## config.mk

```make
export PLATFORM = sky130hd
export DESIGN_NAME = gumnut_fetch_decode
export DESIGN_NICKNAME = d
export VERILOG_FILES = /design/src/rtl/gumnut_fetch_decode.sv
export SDC_FILE = /design/constraint.sdc
export NUM_CORES = 1
export LEC_CHECK = 0
export CAP_MARGIN = 5
export CORE_UTILIZATION = 40
export DETAILED_ROUTE_END_ITERATION = 10
export PLACE_DENSITY = 0.8
export SYNTH_ARGS = -nofsm -noshare
export SYNTH_HDL_FRONTEND = slang
export SYNTH_SLANG_ARGS = --single-unit
```

## constraint.sdc

```tcl
create_clock -name clk_i -period 1.7 [get_ports clk_i]
set_input_delay 0.34 -clock clk_i [delete_from_list [all_inputs] [get_ports clk_i]]
set_output_delay 0.34 -clock clk_i [all_outputs]
set_load 0.03 [all_outputs]
```

## src/rtl/gumnut_fetch_decode.sv

```systemverilog
// Gumnut fetch/decode: fetches into a one-entry IR, one instruction per 2 cycles at zero wait states.
// Backpressure: IR holds (bus idle) while ir_ready_i is low; redirect flushes the IR and aborts any bus cycle.
module gumnut_fetch_decode #(
  parameter logic [11:0] RESET_PC = 12'h000
) (
  input  logic        clk_i,
  input  logic        rst_i,
  output logic        inst_cyc_o,
  output logic        inst_stb_o,
  input  logic        inst_ack_i,
  output logic [11:0] inst_adr_o,
  input  logic [17:0] inst_dat_i,
  output logic        ir_valid_o,
  input  logic        ir_ready_i,
  input  logic        redirect_i,
  input  logic [11:0] redirect_adr_i,
  output logic [17:0] ir_o,
  output logic [11:0] ir_pc_o,
  output logic        dec_alu_immed_o,
  output logic        dec_mem_o,
  output logic        dec_shift_o,
  output logic        dec_alu_reg_o,
  output logic        dec_jump_o,
  output logic        dec_branch_o,
  output logic        dec_misc_o,
  output logic        dec_illegal_o,
  output logic [2:0]  fn_o,
  output logic [2:0]  rd_o,
  output logic [2:0]  rs_o,
  output logic [2:0]  r2_o,
  output logic [7:0]  immed_o,
  output logic [11:0] addr_o
);

  typedef enum logic [1:0] {IDLE, FETCH, FULL} state_e;

  typedef struct packed {
    logic alu_immed;
    logic mem;
    logic shift;
    logic alu_reg;
    logic jump;
    logic branch;
    logic misc;
    logic illegal;
  } dec_t;

  state_e      state_q, state_d;
  logic [11:0] pc_q, pc_d;
  logic [17:0] ir_q, ir_d;
  logic [11:0] ir_pc_q, ir_pc_d;
  logic        ir_valid_q, ir_valid_d;
  logic        bubble_q, bubble_d;
  logic        fetch_active;
  dec_t        dec;
  logic [2:0]  fn;

  // After a redirect the bus stays idle for one cycle before restarting at the new PC.
  assign fetch_active = (state_q == FETCH) && !bubble_q;

  always_comb begin
    state_d    = state_q;
    pc_d       = pc_q;
    ir_d       = ir_q;
    ir_pc_d    = ir_pc_q;
    ir_valid_d = ir_valid_q;
    bubble_d   = 1'b0;
    if (redirect_i) begin
      pc_d       = redirect_adr_i;
      ir_valid_d = 1'b0;
      state_d    = FETCH;
      bubble_d   = 1'b1;
    end else begin
      case (state_q)
        IDLE:  state_d = FETCH;
        FETCH: begin
          if (fetch_active && inst_ack_i) begin
            ir_d       = inst_dat_i;
            ir_pc_d    = pc_q;
            pc_d       = pc_q + 12'd1;
            ir_valid_d = 1'b1;
            state_d    = FULL;
          end
        end
        FULL: begin
          if (ir_ready_i) begin
            ir_valid_d = 1'b0;
            state_d    = FETCH;
          end
        end
        default: state_d = IDLE;
      endcase
    end
  end

  always_ff @(posedge clk_i or negedge rst_i) begin
    if (!rst_i) begin
      state_q    <= IDLE;
      pc_q       <= RESET_PC;
      ir_q       <= '0;
      ir_pc_q    <= '0;
      ir_valid_q <= 1'b0;
      bubble_q   <= 1'b0;
    end else begin
      state_q    <= state_d;
      pc_q       <= pc_d;
      ir_q       <= ir_d;
      ir_pc_q    <= ir_pc_d;
      ir_valid_q <= ir_valid_d;
      bubble_q   <= bubble_d;
    end
  end

  // Opcode classes are prefix codes: the first zero bit from the top selects the class.
  always_comb begin
    dec = '0;
    fn  = 3'd0;
    if (!ir_q[17]) begin
      dec.alu_immed = 1'b1;
      fn            = ir_q[16:14];
    end else if (!ir_q[16]) begin
      dec.mem = 1'b1;
      fn      = {1'b0, ir_q[15:14]};
    end else if (!ir_q[15]) begin
      dec.shift = 1'b1;
      fn        = ir_q[2:0];
    end else if (!ir_q[14]) begin
      dec.alu_reg = 1'b1;
      fn          = ir_q[2:0];
    end else if (!ir_q[13]) begin
      dec.jump = 1'b1;
      fn       = {2'b00, ir_q[12]};
    end else if (!ir_q[12]) begin
      dec.branch = 1'b1;
      fn         = {1'b0, ir_q[11:10]};
    end else if (!ir_q[11]) begin
      dec.misc = 1'b1;
      fn       = ir_q[10:8];
    end else begin
      dec.illegal = 1'b1;
    end
    if (!ir_valid_q) begin
      dec = '0;
    end
  end

  assign inst_cyc_o      = fetch_active;
  assign inst_stb_o      = fetch_active;
  assign inst_adr_o      = pc_q;
  assign ir_valid_o      = ir_valid_q;
  assign ir_o            = ir_q;
  assign ir_pc_o         = ir_pc_q;
  assign dec_alu_immed_o = dec.alu_immed;
  assign dec_mem_o       = dec.mem;
  assign dec_shift_o     = dec.shift;
  assign dec_alu_reg_o   = dec.alu_reg;
  assign dec_jump_o      = dec.jump;
  assign dec_branch_o    = dec.branch;
  assign dec_misc_o      = dec.misc;
  assign dec_illegal_o   = dec.illegal;
  assign fn_o            = fn;
  assign rd_o            = ir_q[13:11];
  assign rs_o            = ir_q[10:8];
  assign r2_o            = ir_q[7:5];
  assign immed_o         = ir_q[7:0];
  assign addr_o          = ir_q[11:0];

endmodule

```

==> qor.yml <==
power_and_ir_drop:
  power.switching_mw: 1.86
  power.leakage_nw: 1.73
  swShare_pct: 42.5
  p_clk_share_pct: 15.7
  vdd_drop_max_mv: 0.802
  finalPower_mw: 4.37
  cellPowerDensity_nw_per_um2: 1160
  pwr-share-seq_pct: 35.4
  p_comb_share_pct: 48.9
  p_int_mw: 2.51
worst_setup_path:
  path_max_fanout: 8
  worstPathArrival_ns: 1.50
  required_ns: 1.36
  path_class: "reg2out"
  cp-start-kind: "flip-flop"
  crit_path_end_kind: "output port"
floorplan:
  floorplan.initialDensity_pct: 42.4
  core_area_um2: 5640
  die_y_um: 79.3
  dieArea_um2: 6290
  die_w_um: 79.3
  num_rows: 27
  ioPinCount: 120
logic_synthesis:
  yosys_warnings: 0
  yosysSeqAreaShare_pct: 48.1
  netlist_instances: 218
  postSynth.asyncResetShare_pct: 100
  ys_types: 32
  ys_seq_elements: 46
  synth.avg_cell_area_um2: 11.0
  synth.cell_area_um2: 2390
  synth-main-ff-cell: "dfrtp_1"
  synth.net_count: 254
  synth_edf_count: 0
grt:
  grt_pass1_vias: 1982
  grt_max_degree: 25
  grt_usage_pct: 19.0
  grt_overflow: 0
  antenna_found_initial: 0
  grt_pass1_wl_mm: 9.28
layout:
  seq_area_um2: 1160
  diodes: 0
  fill_cells: 429
  synthToLayoutAreaGrowth_pct: 57.4
  final_layout_size_suffix_gt1_share_pct: 31.3
  fin_nets: 370
  multi_input_comb_area_um2: 1040
timing:
  max_clock_freq_mhz: 544
  rsz0062_at_grt: "true"
  fin_crit_sh_pct: 108
  setup_tns_ns: -0.319
  hold_viol_final: 0
  min_period_ns: 1.84
  setup_ws_ns: -0.139
  worst_clock_skew_ns: 0.00994
  tightest_slew_ns: 0.355
  slew_headroom_pct: 76.3
  final_max_slew_viol_count: 0
  finalSetupViolations: 3
detailed_routing:
  firstDrtPassIters: 4
  vias_per_cell: 4.96
  drt-wirelength-per-cell_um: 14.4
  postRouteAntennaNets: 0
  drt_drc_violations_left: 0
  initialDrtViolationCount: 65
  vias: 2018
  drt-total-wl_mm: 5.85
clock_network:
  cts_sinks: 46
  cts_buffers: 5
  clk_pin_slew_ns: 0.08
  h-tree-depth: 2
  cts_root_buf: "clkbuf_8"
  clockBufferDepth: 2
  cts_tree: "yes"
  clk_latency_ns: 0.30
min_path:
  hold_class: "reg2reg"
status:
  failed_checks: "negative setup slack"
  status: "finished, violations left"
placement:
  hpwlAfterDp_mm: 4.28
  numPortBuffers: 119
  gp_congestion: 0.800
  pre_cts_ws_ns: -0.235
flow_run:
  max_cap_viol_count: 0
per-layer routing:
metal	track usage [%]	part of all wire, %	vias up
met5	0	0	-
met4	6.18	1.3	0
met3	5.40	8.4	13
met2	33.0	49	102
met1	22.6	42	956
li1	-	-	947
power by group through the flow:
stage	clock [mW]	sequential (mW)	combinational (mW)
2_1_floorplan	0	1.95	1.04
3_3_place_gp	0	1.58	2.18
3_5_place_dp	0	1.60	2.21
4_1_cts	0.709	1.56	2.12
5_1_grt	0.759	1.59	2.25
6_report	0.688	1.55	2.14
layout make-up:
cell class / count / share of cell area [%]
repair buffers: 149 / 36.3
flip-flops and latches: 46 / 30.9
multi-input cells: 128 / 27.6
well taps: 72 / 2.39
clock buffers: 7 / 2.29
inverters: 4 / 0.399
clock inverters: 1 / 0.133
layout by cell type (no fill, tap or decap), types with 2 or more instances in the layout:
cell	instances
a21oi_1	4
buf_12	2
buf_2	2
buf_4	32
buf_6	4
clkbuf_8	6
clkdlybuf4s50_1	39
dfrtp_1	38
dfrtp_2	8
dlygate4sd2_1	59
dlymetal6s2s_1	7
inv_1	4
mux2_2	30
mux2i_1	2
nand2_1	19
nand3_1	4
nand3_4	2
nand3b_1	3
nand4_1	4
nor2_1	7
nor2_4	4
nor3_1	3
nor4_2	3
nor4_4	2
o21ai_0	10
o21ai_1	5
xnor2_1	8
xor2_1	3
what timing repair did:
action | in CTS | in global routing
endpoints found under the setup margin | 69 | 18
gates resized for setup | 82 | 16
setup buffers | 9 | 5
pin swaps | 2 | 7
hold endpoints to repair | 24 | 0
hold buffers | 1 | 0
worst max-delay path, stage by stage, from the launching register on:
cell      delay, ns
dfrtp_2        0.43
buf_4          0.15
nand4b_1       0.10
nor2_1         0.10
a21oi_1        0.06
a21boi_1       0.18
buf_4          0.19
cells in the mapped netlist (4+ instances only):
master	instances	share of area [%]
dfrtp_1	46	48
buf_4	30	9.4
mux2_2	30	14
nand2_1	20	3.1
nor2_1	11	1.7
o21ai_0	11	2.3
xnor2_1	8	2.9
clkbuf_1	6	0.94
nand3_1	6	1.3
a21oi_1	5	1.0
nor4_2	5	2.6
inv_1	4	0.63
nand4_1	4	1.0
nor3_1	4	0.84
o21ai_1	4	0.84
per-stage QoR:
stage	hold slack, ns	util, %	instance area (µm²)	std cells
6_report	0.505	66.7	3760	407
5_1_grt	0.532	66.7	3760	407
4_1_cts	0.508	65.4	3690	402
3_5_place_dp	0.306	62.9	3550	384
3_3_place_gp	0.307	62.9	3550	384
2_1_floorplan	0.0444	-	2420	218
final timing paths:
| check | startpoint | endpoint | slack, ns | depth (start not counted) |
|---|---|---|---|---|
| worst max-delay path | ir_o[12] | fn_o[2] | -0.14 | 6 |
| worst min-delay path | ir_pc_o[11] | ir_pc_o[11] | 0.50 | 1 |
| worst max register to register | bubble_q | inst_adr_o[11] | 0.17 | 5 |
| worst min register to register | ir_pc_o[11] | ir_pc_o[11] | 0.50 | 1 |
| max in group asynchronous | rst_i | ir_valid_o | 0.86 | 3 |
| min in group asynchronous | rst_i | inst_adr_o[8] | 0.51 | 3 |
cell families (layout without fill, tap and decap cells):
| group | after synthesis | count (layout) | share of synthesized area (%) |
|---|---|---|---|
| buf+inv | 44 | 161 | 12.1 |
| compound gates | 25 | 25 | 5.81 |
| xor+xnor | 11 | 11 | 4.03 |
| simple gates | 59 | 59 | 14.4 |
| flops | 46 | 46 | 48.1 |
| fa+ha+maj | 1 | 1 | 0.523 |
| mux | 32 | 32 | 15.0 |
registers in the layout (all words and copies together), names as in the netlist:
name	flops
bubble_q	1
ir_pc_o	12
ir_valid_o	1
ir_o	18
state_q	2
inst_adr_o	12
Note: power is estimated with default switching activity, not from simulation.
